`src/rtl/addsub_seq.sv`:
```
// Multi-cycle W-bit adder/subtractor built from one 8-bit slice reused once per byte,
// LSB first, with the inter-slice carry held in a register.
module addsub_seq #(
  parameter int unsigned SLICES = 4
) (
  input  logic                  clock,
  input  logic                  reset,
  input  logic                  start,
  input  logic                  op_sub,
  input  logic [8*SLICES-1:0]   a,
  input  logic [8*SLICES-1:0]   b,
  output logic                  ready,
  output logic                  busy,
  output logic                  done,
  output logic [8*SLICES-1:0]   result,
  output logic                  carry_out,
  output logic                  overflow
);

  localparam int unsigned W   = 8 * SLICES;
  localparam int unsigned K_W = (SLICES > 1) ? $clog2(SLICES) : 1;
  localparam logic [K_W-1:0] K_LAST = K_W'(SLICES - 1);

  typedef enum logic [1:0] {
    IDLE = 2'd0,
    RUN  = 2'd1,
    DONE = 2'd2
  } state_t;

  state_t         state_q, state_d;
  logic [K_W-1:0] k_q, k_d;
  logic           c_q, c_d;
  logic [W-1:0]   a_q, b_q;
  logic [W-1:0]   result_d;
  logic           carry_out_d, overflow_d;
  logic           load;

  logic [7:0]     slice_x, slice_y, slice_sum;
  logic [8:0]     slice_xy;
  logic           slice_p, slice_g, slice_cout;

  // Shared 8-bit slice: group generate/propagate plus carry-in folded into the sum
  always_comb begin
    slice_x    = a_q[{k_q, 3'b000} +: 8];
    slice_y    = b_q[{k_q, 3'b000} +: 8];
    slice_xy   = {1'b0, slice_x} + {1'b0, slice_y};
    slice_g    = slice_xy[8];
    slice_p    = &(slice_x | slice_y);
    slice_sum  = slice_xy[7:0] + 8'(c_q);
    slice_cout = slice_g | (slice_p & c_q);
  end

  // Next-state and datapath update
  always_comb begin
    state_d     = state_q;
    k_d         = k_q;
    c_d         = c_q;
    result_d    = result;
    carry_out_d = carry_out;
    overflow_d  = overflow;
    load        = 1'b0;
    case (state_q)
      IDLE, DONE: begin
        if (start) begin
          load    = 1'b1;
          c_d     = op_sub;
          k_d     = '0;
          state_d = RUN;
        end else if (state_q == DONE) begin
          state_d = IDLE;
        end
      end
      RUN: begin
        result_d[{k_q, 3'b000} +: 8] = slice_sum;
        c_d = slice_cout;
        k_d = k_q + K_W'(1);
        if (k_q == K_LAST) begin
          k_d         = '0;
          state_d     = DONE;
          carry_out_d = slice_cout;
          overflow_d  = (a_q[W-1] == b_q[W-1]) & (slice_sum[7] != a_q[W-1]);
        end
      end
      default: state_d = IDLE;
    endcase
  end

  always_ff @(posedge clock) begin
    if (reset) begin
      state_q   <= IDLE;
      k_q       <= '0;
      c_q       <= 1'b0;
      result    <= '0;
      carry_out <= 1'b0;
      overflow  <= 1'b0;
    end else begin
      state_q   <= state_d;
      k_q       <= k_d;
      c_q       <= c_d;
      result    <= result_d;
      carry_out <= carry_out_d;
      overflow  <= overflow_d;
    end
  end

  // Operand latches; B is stored pre-inverted for subtraction
  always_ff @(posedge clock) begin
    if (load) begin
      a_q <= a;
      b_q <= b ^ {W{op_sub}};
    end
  end

  assign busy  = (state_q == RUN);
  assign ready = (state_q != RUN);
  assign done  = (state_q == DONE);

endmodule

```
`config.mk`:
```
export PLATFORM = sky130hd
export DESIGN_NAME = addsub_seq
export DESIGN_NICKNAME = d
export VERILOG_FILES = /design/src/rtl/addsub_seq.sv
export SDC_FILE = /design/constraint.sdc
export NUM_CORES = 1
export LEC_CHECK = 0
export ABC_AREA = 1
export ABC_CLOCK_PERIOD_IN_PS = 3500
export CORE_MARGIN = 1.5
export CORE_UTILIZATION = 51
export CTS_BUF_LIST = sky130_fd_sc_hd__clkbuf_16
export CTS_CLUSTER_SIZE = 24
export DETAILED_ROUTE_END_ITERATION = 7
export PLACE_DENSITY = 0.86
export SYNTH_ARGS = -nofsm -noshare
export SYNTH_HDL_FRONTEND = slang
export SYNTH_SLANG_ARGS = --single-unit
```
`constraint.sdc`:
```
create_clock -name clock -period 3.5 [get_ports clock]
set_input_delay 0.7 -clock clock [delete_from_list [all_inputs] [get_ports clock]]
set_output_delay 0.7 -clock clock [all_outputs]
set_load 0.05 [all_outputs]
```
; ---- Word level (Yosys, flattened, before mapping)
; Index checks and enable logic that the tools add are counted.
[word_totals]
regBits = 103
latchBits = 0
n_memories = 0
mem_bits_rw = 0
rom_bits = 0
output_inout_bits = 37
inputBits = 68
word_cells = 49
[classes]
magnitude_cmp = 0
addsub = 4
eq_ne = 9
n_mux = 12
n_shift = 4
n_div = 0
reduce_logical = 7
multipliers = 0
n_bitwise = 5
[op_table]
columns = operator, count
row1 = 32-bit by 6-bit variable part select with 8-bit output, 2
row2 = 32-bit bitwise mux, 1
row3 = "8-bit by 7-bit variable shift with 32-bit output, first input constant", 1
row4 = 8-bit by 7-bit variable part select with 32-bit output, 1
row5 = 32-bit bitwise XOR, 1
row6 = 2-bit two-way mux, 5
row7 = 8-bit by 8-bit adder with 9-bit output, 1
row8 = 8-bit by 1-bit adder with 8-bit output, 1
row9 = 8-bit OR, 1
row10 = 2-bit one-hot mux with 2 select lines, 2
row11 = 8-bit AND reduction, 1
row12 = 5-bit negation with 7-bit output, 1
row13 = 2-bit AND reduction, 3
row14 = "2-bit equality test, second input constant", 2
row15 = "2-bit by 1-bit != test with 1-bit output, second input constant", 2
row16 = 1-bit two-way mux, 3
row17 = "3-bit != test, second input constant", 1
row18 = "2-bit by 1-bit adder with 2-bit output, second input constant", 1
row19 = 1-bit bitwise AND, 2
row20 = "2-bit by 1-bit equality test with 1-bit output, second input constant", 1
row21 = 2-bit logical NOT, 1
row22 = "2-bit != test, second input constant", 1
row23 = 1-bit one-hot mux with 2 select lines, 1
row24 = 2-bit nonzero test, 1
row25 = 4 further kinds, 4

; ---- Depth between registers and ports, before layout
; Gate-level depths: netlist (run 1).
[depth]
ltp_word = 6
mapped_depth = 20

; ---- Worst setup path before layout (run 1)
; No wires, ideal clock.
[synth_timing]
path_kind = register -> register
startpoint = register k_q[0]
endpoint = register result[14]
n_path_buf = 2
arrival_time_ns = 2.734
synth_period_minus_slack_ns = 2.804
slack_ns = 0.696
stages_incl_launch_ff = 19
setup_ns = 0.070
path_cell_list = dfxtp_1 -> inv_1 -> buf_2 -> buf_2 -> nand2_1 -> a32oi_1 -> ha_1 -> fa_1 -> ha_1 -> inv_1 -> nor2_2 -> nand2_2 -> nor2_1 -> nand2_1 -> nand2_1 -> nand2_1 -> nor2_2 -> nand3_1 -> a21oi_1
[synth_via]
elab_chain_len = 5
word_cells_on_any_way = 8
[synth_lines]
columns = item, line
row1 = start: declaration, 31  ; logic [K_W-1:0] k_q, k_d;
row2 = start signal: assignment, 98  ; k_q <= k_d;
row3 = 32-bit by 6-bit variable part select with 8-bit output (on tied branches), "44, 45"
row4 = 8-bit by 8-bit adder with 9-bit output, 46  ; slice_xy = {1'b0, slice_x} + {1'b0, slice_y};
row5 = 8-bit by 1-bit adder with 8-bit output, 49  ; slice_sum = slice_xy[7:0] + 8'(c_q);
row6 = 8-bit by 7-bit variable part select with 32-bit output, 74  ; result_d[{k_q, 3'b000} +: 8] = slice_sum;
row7 = 32-bit bitwise mux (*), 74
row8 = end signal: assignment, 100  ; result <= result_d;
row9 = end: declaration, 15  ; output logic [8*SLICES-1:0] result,
; Every way passes the cells marked *; elsewhere a longest branch is shown, timed or not.
; A chain may end at the register's enable or synchronous reset.

; ---- Worst setup path in the final report (run 1)
[layout_timing]
startpoint = register k_q[1]
endpoint = register result[14]
; Same word-level chain as after synthesis.

==> flow_summary.json, run 1 <==
{
  "outcome": "complete, no violations",
  "core_um2": 9640,
  "pre_cts_slack_ns": 0.395,
  "avgSynthCellArea_um2": 9.53,
  "slew_headroom_pct": 43.1,
  "die_y_um": 102,
  "cp.arrival_ns": 3.52,
  "hpwl_um": 8150,
  "grt_pass1_vias": 3924,
  "leakagePower_nw": 2.57,
  "grt_first_pass_wirelength_um": 17700,
  "fin_crit_sh_pct": 93.1,
  "tns_ns": 0,
  "antenna_found_initial": 0,
  "fin_ws_ns": 0.241,
  "syn_to_final_growth_pct": 30.1,
  "final_util_pct": 67.8,
  "rsz0062_at_grt": "no",
  "synthCells": 527,
  "netlist_area_um2": 5020,
  "cts_hold_buf": 0,
  "drt_iter0_drc": 220,
  "antennaDiodeCount": 0,
  "cts_tree": "done",
  "critPathKind": "reg -> reg",
  "clk_latency_ns": 0.34,
  "nets": 721,
  "whs_ns": 0.464,
  "num_rows": 36,
  "via_per_inst": 5.28,
  "grt_max_degree": 66,
  "dp_cells": 750,
  "fmax_ghz": 0.307,
  "cts-buffers-inserted": 9,
  "slew_viol_final": 0,
  "setup_viol": 0,
  "start_util_pct": 52.1,
  "synth_edf_count": 64,
  "port_buffers": 104,
  "skew_ns": 0.00689,
  "total_power_mw": 3.19,
  "clk_pin_slew_ns": 0.07,
  "final_area_um2": 6530,
  "syn_nets": 620,
  "ios": 105,
  "vias": 4044,
  "wire_per_inst_um": 14.5,
  "clockBufferDepth": 2,
  "placed_cell_area_um2": 6210,
  "tightestPinTransition_ns": 0.854,
  "power_density_nw_per_um2": 487,
  "yosysUniqueCellTypes": 32,
  "hold_viol_final": 0,
  "drive_gt1_share_pct": 6.64,
  "overflow": 0,
  "start_kind": "register",
  "synthArstFlopShare_pct": 0,
  "ys.flop_type": "edfxtp_1",
  "die_w_um": 102,
  "crit_path_end_kind": "register",
  "holdCritPathClass": "reg -> reg",
  "cp_max_fo": 22,
  "peakVddDrop_mv": 0.275,
  "cp.required_ns": 3.76,
  "yosysWarnings": 0,
  "cap_violations": 0,
  "totalWireLength_um": 11100,
  "fin_crit_ns": 3.26,
  "fin_cells": 766,
  "first_pass_iters": 5,
  "ys_ff_latch": 103,
  "place_congestion": 0.923,
  "synth_seq_area_share_pct": 53.8,
  "htree_levels": 3,
  "grt_usage_pct": 22.2,
  "clock_sinks": 103,
  "remaining_drc_errors": 0,
  "dieArea_um2": 10500,
  "ant_nets": 0,
  "root_buffer": "clkbuf_16"
}
## repair_timing
action                                 CTS  global route
setup endpoints to repair                0             2
endpoints found under the hold margin    0             0
buffers inserted                         0             0
resized for setup                        0             1
## synth_stat cells (2+ instances only)
library cell  count  area share [%]
edfxtp_1         64              38
nor2_2            4            0.50
ha_1             24             6.0
nand3_2           2            0.40
a21oi_1          52             5.2
clkbuf_1         12            0.90
a22oi_1           2            0.30
nand2_1         147              11
nor3_1            3            0.30
o21ai_0           2            0.20
nor2_4            2            0.45
buf_2             7            0.70
inv_1            46             3.4
nand2_2           6            0.75
a32oi_1          16             2.8
nand3b_1          2            0.30
xor2_1           33             5.8
nor2_1           18             1.3
a31oi_1           2            0.25
nand4_1           5            0.62
nor4_1            2            0.25
dfxtp_1          39              16
nand3_1          28             2.8
## power breakdown
group | total, mW | switching [mW] | internal (mW)
registers | 1.40 | 0.0263 | 1.37
logic | 0.721 | 0.451 | 0.270
clock network | 1.07 | 0.437 | 0.629
total | 3.19 | 0.914 | 2.27
## final cells by class
class	count	area, µm²
Multi-Input combinational cell	358	2060
Clock inverter	7	93.8
Clock buffer	9	225
Tap cell	133	166
Sequential cell	103	2700
Timing Repair Buffer	110	1110
Inverter	46	176
Fill cell	736	3110
## cell families after synthesis
logic type               count (synthesis)  synth area share, %
flip-flops                             103                 53.8
adder cells (fa/ha/maj)                 25                 6.38
XOR/XNOR                                34                 5.93
buffers and inverters                   66                 5.11
AO/OA/AOI/OAI                           76                 9.02
AND/OR/NAND/NOR                        223                 19.8
## placed cells by master, fill, tap and decap left out, drive strengths merged, types with 2 or more instances in the layout
cell type,netlist,routed
a21oi,52,52
a22oi,2,2
a31oi,2,2
a32oi,16,16
buf,8,7
bufinv,0,2
clkbuf,12,9
clkdlybuf4s50,0,103
clkinv,0,3
dfxtp,39,39
edfxtp,64,64
ha,24,24
inv,46,47
nand2,153,153
nand3,31,31
nand3b,2,2
nand4,5,5
nor2,24,24
nor3,3,3
nor4,3,3
o21ai,2,2
or2,2,2
xor2,33,33
## path summary, 6_finish.rpt
path | start | to | slack, ns | cells after the start
hold reg to reg | result[18] | result[18] | 0.46 | 2
setup reg to reg | k_q[1] | result[14] | 0.24 | 19
setup / recovery | k_q[1] | result[14] | 0.24 | 19
hold / removal | result[18] | result[18] | 0.46 | 2
## routing by layer
| metal | part of all wire (%) | up-vias | track usage, % |
|---|---|---|---|
| met5 | 0 | - | 0 |
| met4 | 3.1 | 0 | 11.8 |
| met3 | 6.3 | 35 | 3.35 |
| met2 | 50 | 196 | 38.2 |
| met1 | 40 | 1837 | 26.8 |
| li1 | - | 1976 | - |
## sequential cells by signal, indices dropped and copies added, names as in the netlist
name,cells
a_q,32
b_q,32
result,32
k_q,2
state_q,2
c_q,1
carry_out,1
overflow,1
## worst max-delay path: stages (launching register included)
cell	delay (ns)
dfxtp_1	0.35
inv_1	0.39
buf_12	0.23
a21oi_1	0.06
a32oi_1	0.29
inv_1	0.09
ha_1	0.38
nand2_1	0.12
nand2_1	0.11
inv_1	0.14
nand2_1	0.09
nand2_1	0.06
nand2_1	0.11
nor2_1	0.16
nand2_1	0.07
nand2_1	0.07
nand2_1	0.06
nor2_2	0.14
nand3_1	0.09
a21oi_1	0.15
(Power assumes the default switching activity.)
==> run 2: changes to the inputs <==
Settings changed: CAP_MARGIN set to 0.
==> results of run 2 <==
Final layout, timing and power as in run 1 (identical DEF).
==> run 3: changes to the inputs <==
Settings changed: ABC_CLOCK_PERIOD_IN_PS 3500 to 2850, CORE_UTILIZATION 51 to 30, PLACE_DENSITY 0.86 to 0.6.
Clock period 3.5 ns to 2.85 ns, I/O delays scaled along.
==> flow_summary.json, run 3 (synthesis gave the netlist of run 1 again) <==
{
  "remaining_drc_errors": 0,
  "crit_buf_inv": 3,
  "drive_gt1_share_pct": 11.1,
  "start_kind": "register",
  "root_buffer": "clkbuf_16",
  "grt_pass1_vias": 3789,
  "pwr-share-clk_pct": 32.4,
  "leakagePower_nw": 2.68,
  "antennaDiodeCount": 0,
  "clk_latency_ns": 0.35,
  "hold_viol_final": 0,
  "crit_path_frequent_cell": "inv_1",
  "cp.arrival_ns": 2.94,
  "max_stage_delay_ns": 0.44,
  "clock_sinks": 103,
  "pre_cts_slack_ns": 0.131,
  "reg_top3": "a_q: 32 flops, b_q: 32 flops, result: 32 flops",
  "htree_levels": 3,
  "tightestPinTransition_ns": 0.864,
  "overflow": 0,
  "power_density_nw_per_um2": 577,
  "start_util_pct": 30.5,
  "final_common_cell": "nand2_1",
  "syn_to_final_growth_pct": 37.4,
  "layout_common_cells": "nand2_1, clkdlybuf4s50_1, edfxtp_1, a21oi_1, inv_1",
  "intPower_mw": 2.84,
  "first_pass_iters": 5,
  "wire_per_inst_um": 13.7,
  "cp_max_fo": 11,
  "clockBufferDepth": 2,
  "critPathKind": "reg -> reg",
  "power_switching_mw": 1.14,
  "ant_nets": 0,
  "via_per_inst": 4.56,
  "vias": 3964,
  "cts-buffers-inserted": 9,
  "cts_tree": "done",
  "p_sw_share_pct": 28.5,
  "rsz0062_at_grt": "yes",
  "p_seq_share_pct": 43.2,
  "setup_viol": 0,
  "totalWireLength_um": 11900,
  "fin_ws_ns": 0.128,
  "core_um2": 16500,
  "placed_cell_area_um2": 6460,
  "total_power_mw": 3.98,
  "antenna_found_initial": 0,
  "whs_ns": 0.469,
  "clk_pin_slew_ns": 0.07,
  "grt_usage_pct": 13.3,
  "fin_crit_ns": 2.72,
  "port_buffers": 104,
  "fin_crit_sh_pct": 95.5,
  "skew_ns": 0.00995,
  "ios": 105,
  "hpwl_um": 8730,
  "grt_max_degree": 66,
  "cp.required_ns": 3.07,
  "fillerInstances": 1620,
  "comb_power_share_pct": 24.4,
  "slew_viol_final": 0,
  "outcome": "complete, no violations",
  "grt_first_pass_wirelength_um": 18200,
  "crit_chain": "buf_4 -> nand2_1 -> a32oi_1 -> ha_2 -> fa_1 -> ha_1 -> inv_1 -> nor2_2 -> nand2_2 -> xor2_1 -> inv_1 -> nand3_1 -> a21oi_1",
  "cap_violations": 0,
  "final_area_um2": 6900,
  "slew_headroom_pct": 42.4,
  "holdCritPathClass": "reg -> reg",
  "peakVddDrop_mv": 0.310,
  "die_w_um": 132,
  "crit_slowest_cell": "fa_1",
  "place_congestion": 0.830,
  "crit_path_end_kind": "register",
  "nets": 738,
  "fmax_ghz": 0.367,
  "num_rows": 47,
  "drt_iter0_drc": 279,
  "dieArea_um2": 17500,
  "cp_top_family": "adder cells",
  "die_y_um": 132
}
==> run 3: cell count changes in the layout (fill, tap and decap cells not counted), moves of 2 or more <==
cell | previous run | this run
ha_2 | 0 | 2
buf_4 | 4 | 17
clkbuf_16 | 9 | 11
a32oi_2 | 0 | 6
a32oi_1 | 16 | 10
ha_1 | 24 | 21
buf_12 | 2 | 4
==> run 3: routing by layer <==
metal | vias up | part of all wire (%) | GRT usage, %
met5 | - | 0 | 0
met4 | 0 | 1.2 | 5.13
met3 | 11 | 4.2 | 3.50
met2 | 108 | 48 | 21.6
met1 | 1845 | 47 | 16.9
li1 | 2000 | - | -
==> run 3: stage by stage <==
stage	setup TNS (ns)	utilization, %	std cells
2_1_floorplan	0	-	527
3_3_place_gp	0	39.2	852
3_5_place_dp	0	39.2	852
4_1_cts	0	41.1	867
5_1_grt	-0.309	41.9	869
6_report	0	41.9	869
==> run 3: area by class of cell <==
cell class / count / area, µm² / area share (%)
inverter: 46 / 175 / 2.54
tap: 220 / 275 / 3.99
timing repair buffer: 127 / 1290 / 18.8
clock inverter: 6 / 85.1 / 1.23
multi-input combinational: 358 / 2140 / 31.0
clock buffer: 9 / 225 / 3.26
sequential: 103 / 2700 / 39.2
==> run 3: worst reg2reg max path, stage by stage (launching register included) <==
cell and delay, ns:
dfxtp_2 0.39, buf_4 0.19, nand2_1 0.07, a32oi_1 0.25, ha_2 0.25, fa_1 0.44, ha_1 0.21, inv_1 0.07
nor2_2 0.05, nand2_2 0.09, xor2_1 0.29, inv_1 0.11, nand3_1 0.09, a21oi_1 0.07
==> run 3: power by group through the flow <==
stage | logic, mW | registers, mW | clock network (mW)
global route | 1.07 | 1.73 | 1.37
detailed placement | 0.927 | 1.75 | 0
CTS | 0.931 | 1.72 | 1.33
floorplan | 0.547 | 1.78 | 0
global placement | 0.907 | 1.75 | 0
finish | 0.972 | 1.72 | 1.29
==> run 3: worst paths after layout <==
path / start / endpoint / cells after the start / slack [ns]
setup / recovery: k_q[0] / result[20] / 13 / 0.13
hold / removal: result[23] / result[23] / 2 / 0.47
setup reg to reg: k_q[0] / result[20] / 13 / 0.13
hold reg to reg: result[23] / result[23] / 2 / 0.47
==> run 3: timing repair <==
action / CTS / global route
resized for setup: 0 / 16
setup endpoints to repair: 0 / 18
hold buffers: 0 / 0
endpoints found under the hold margin: 0 / 0
setup buffers: 0 / 0
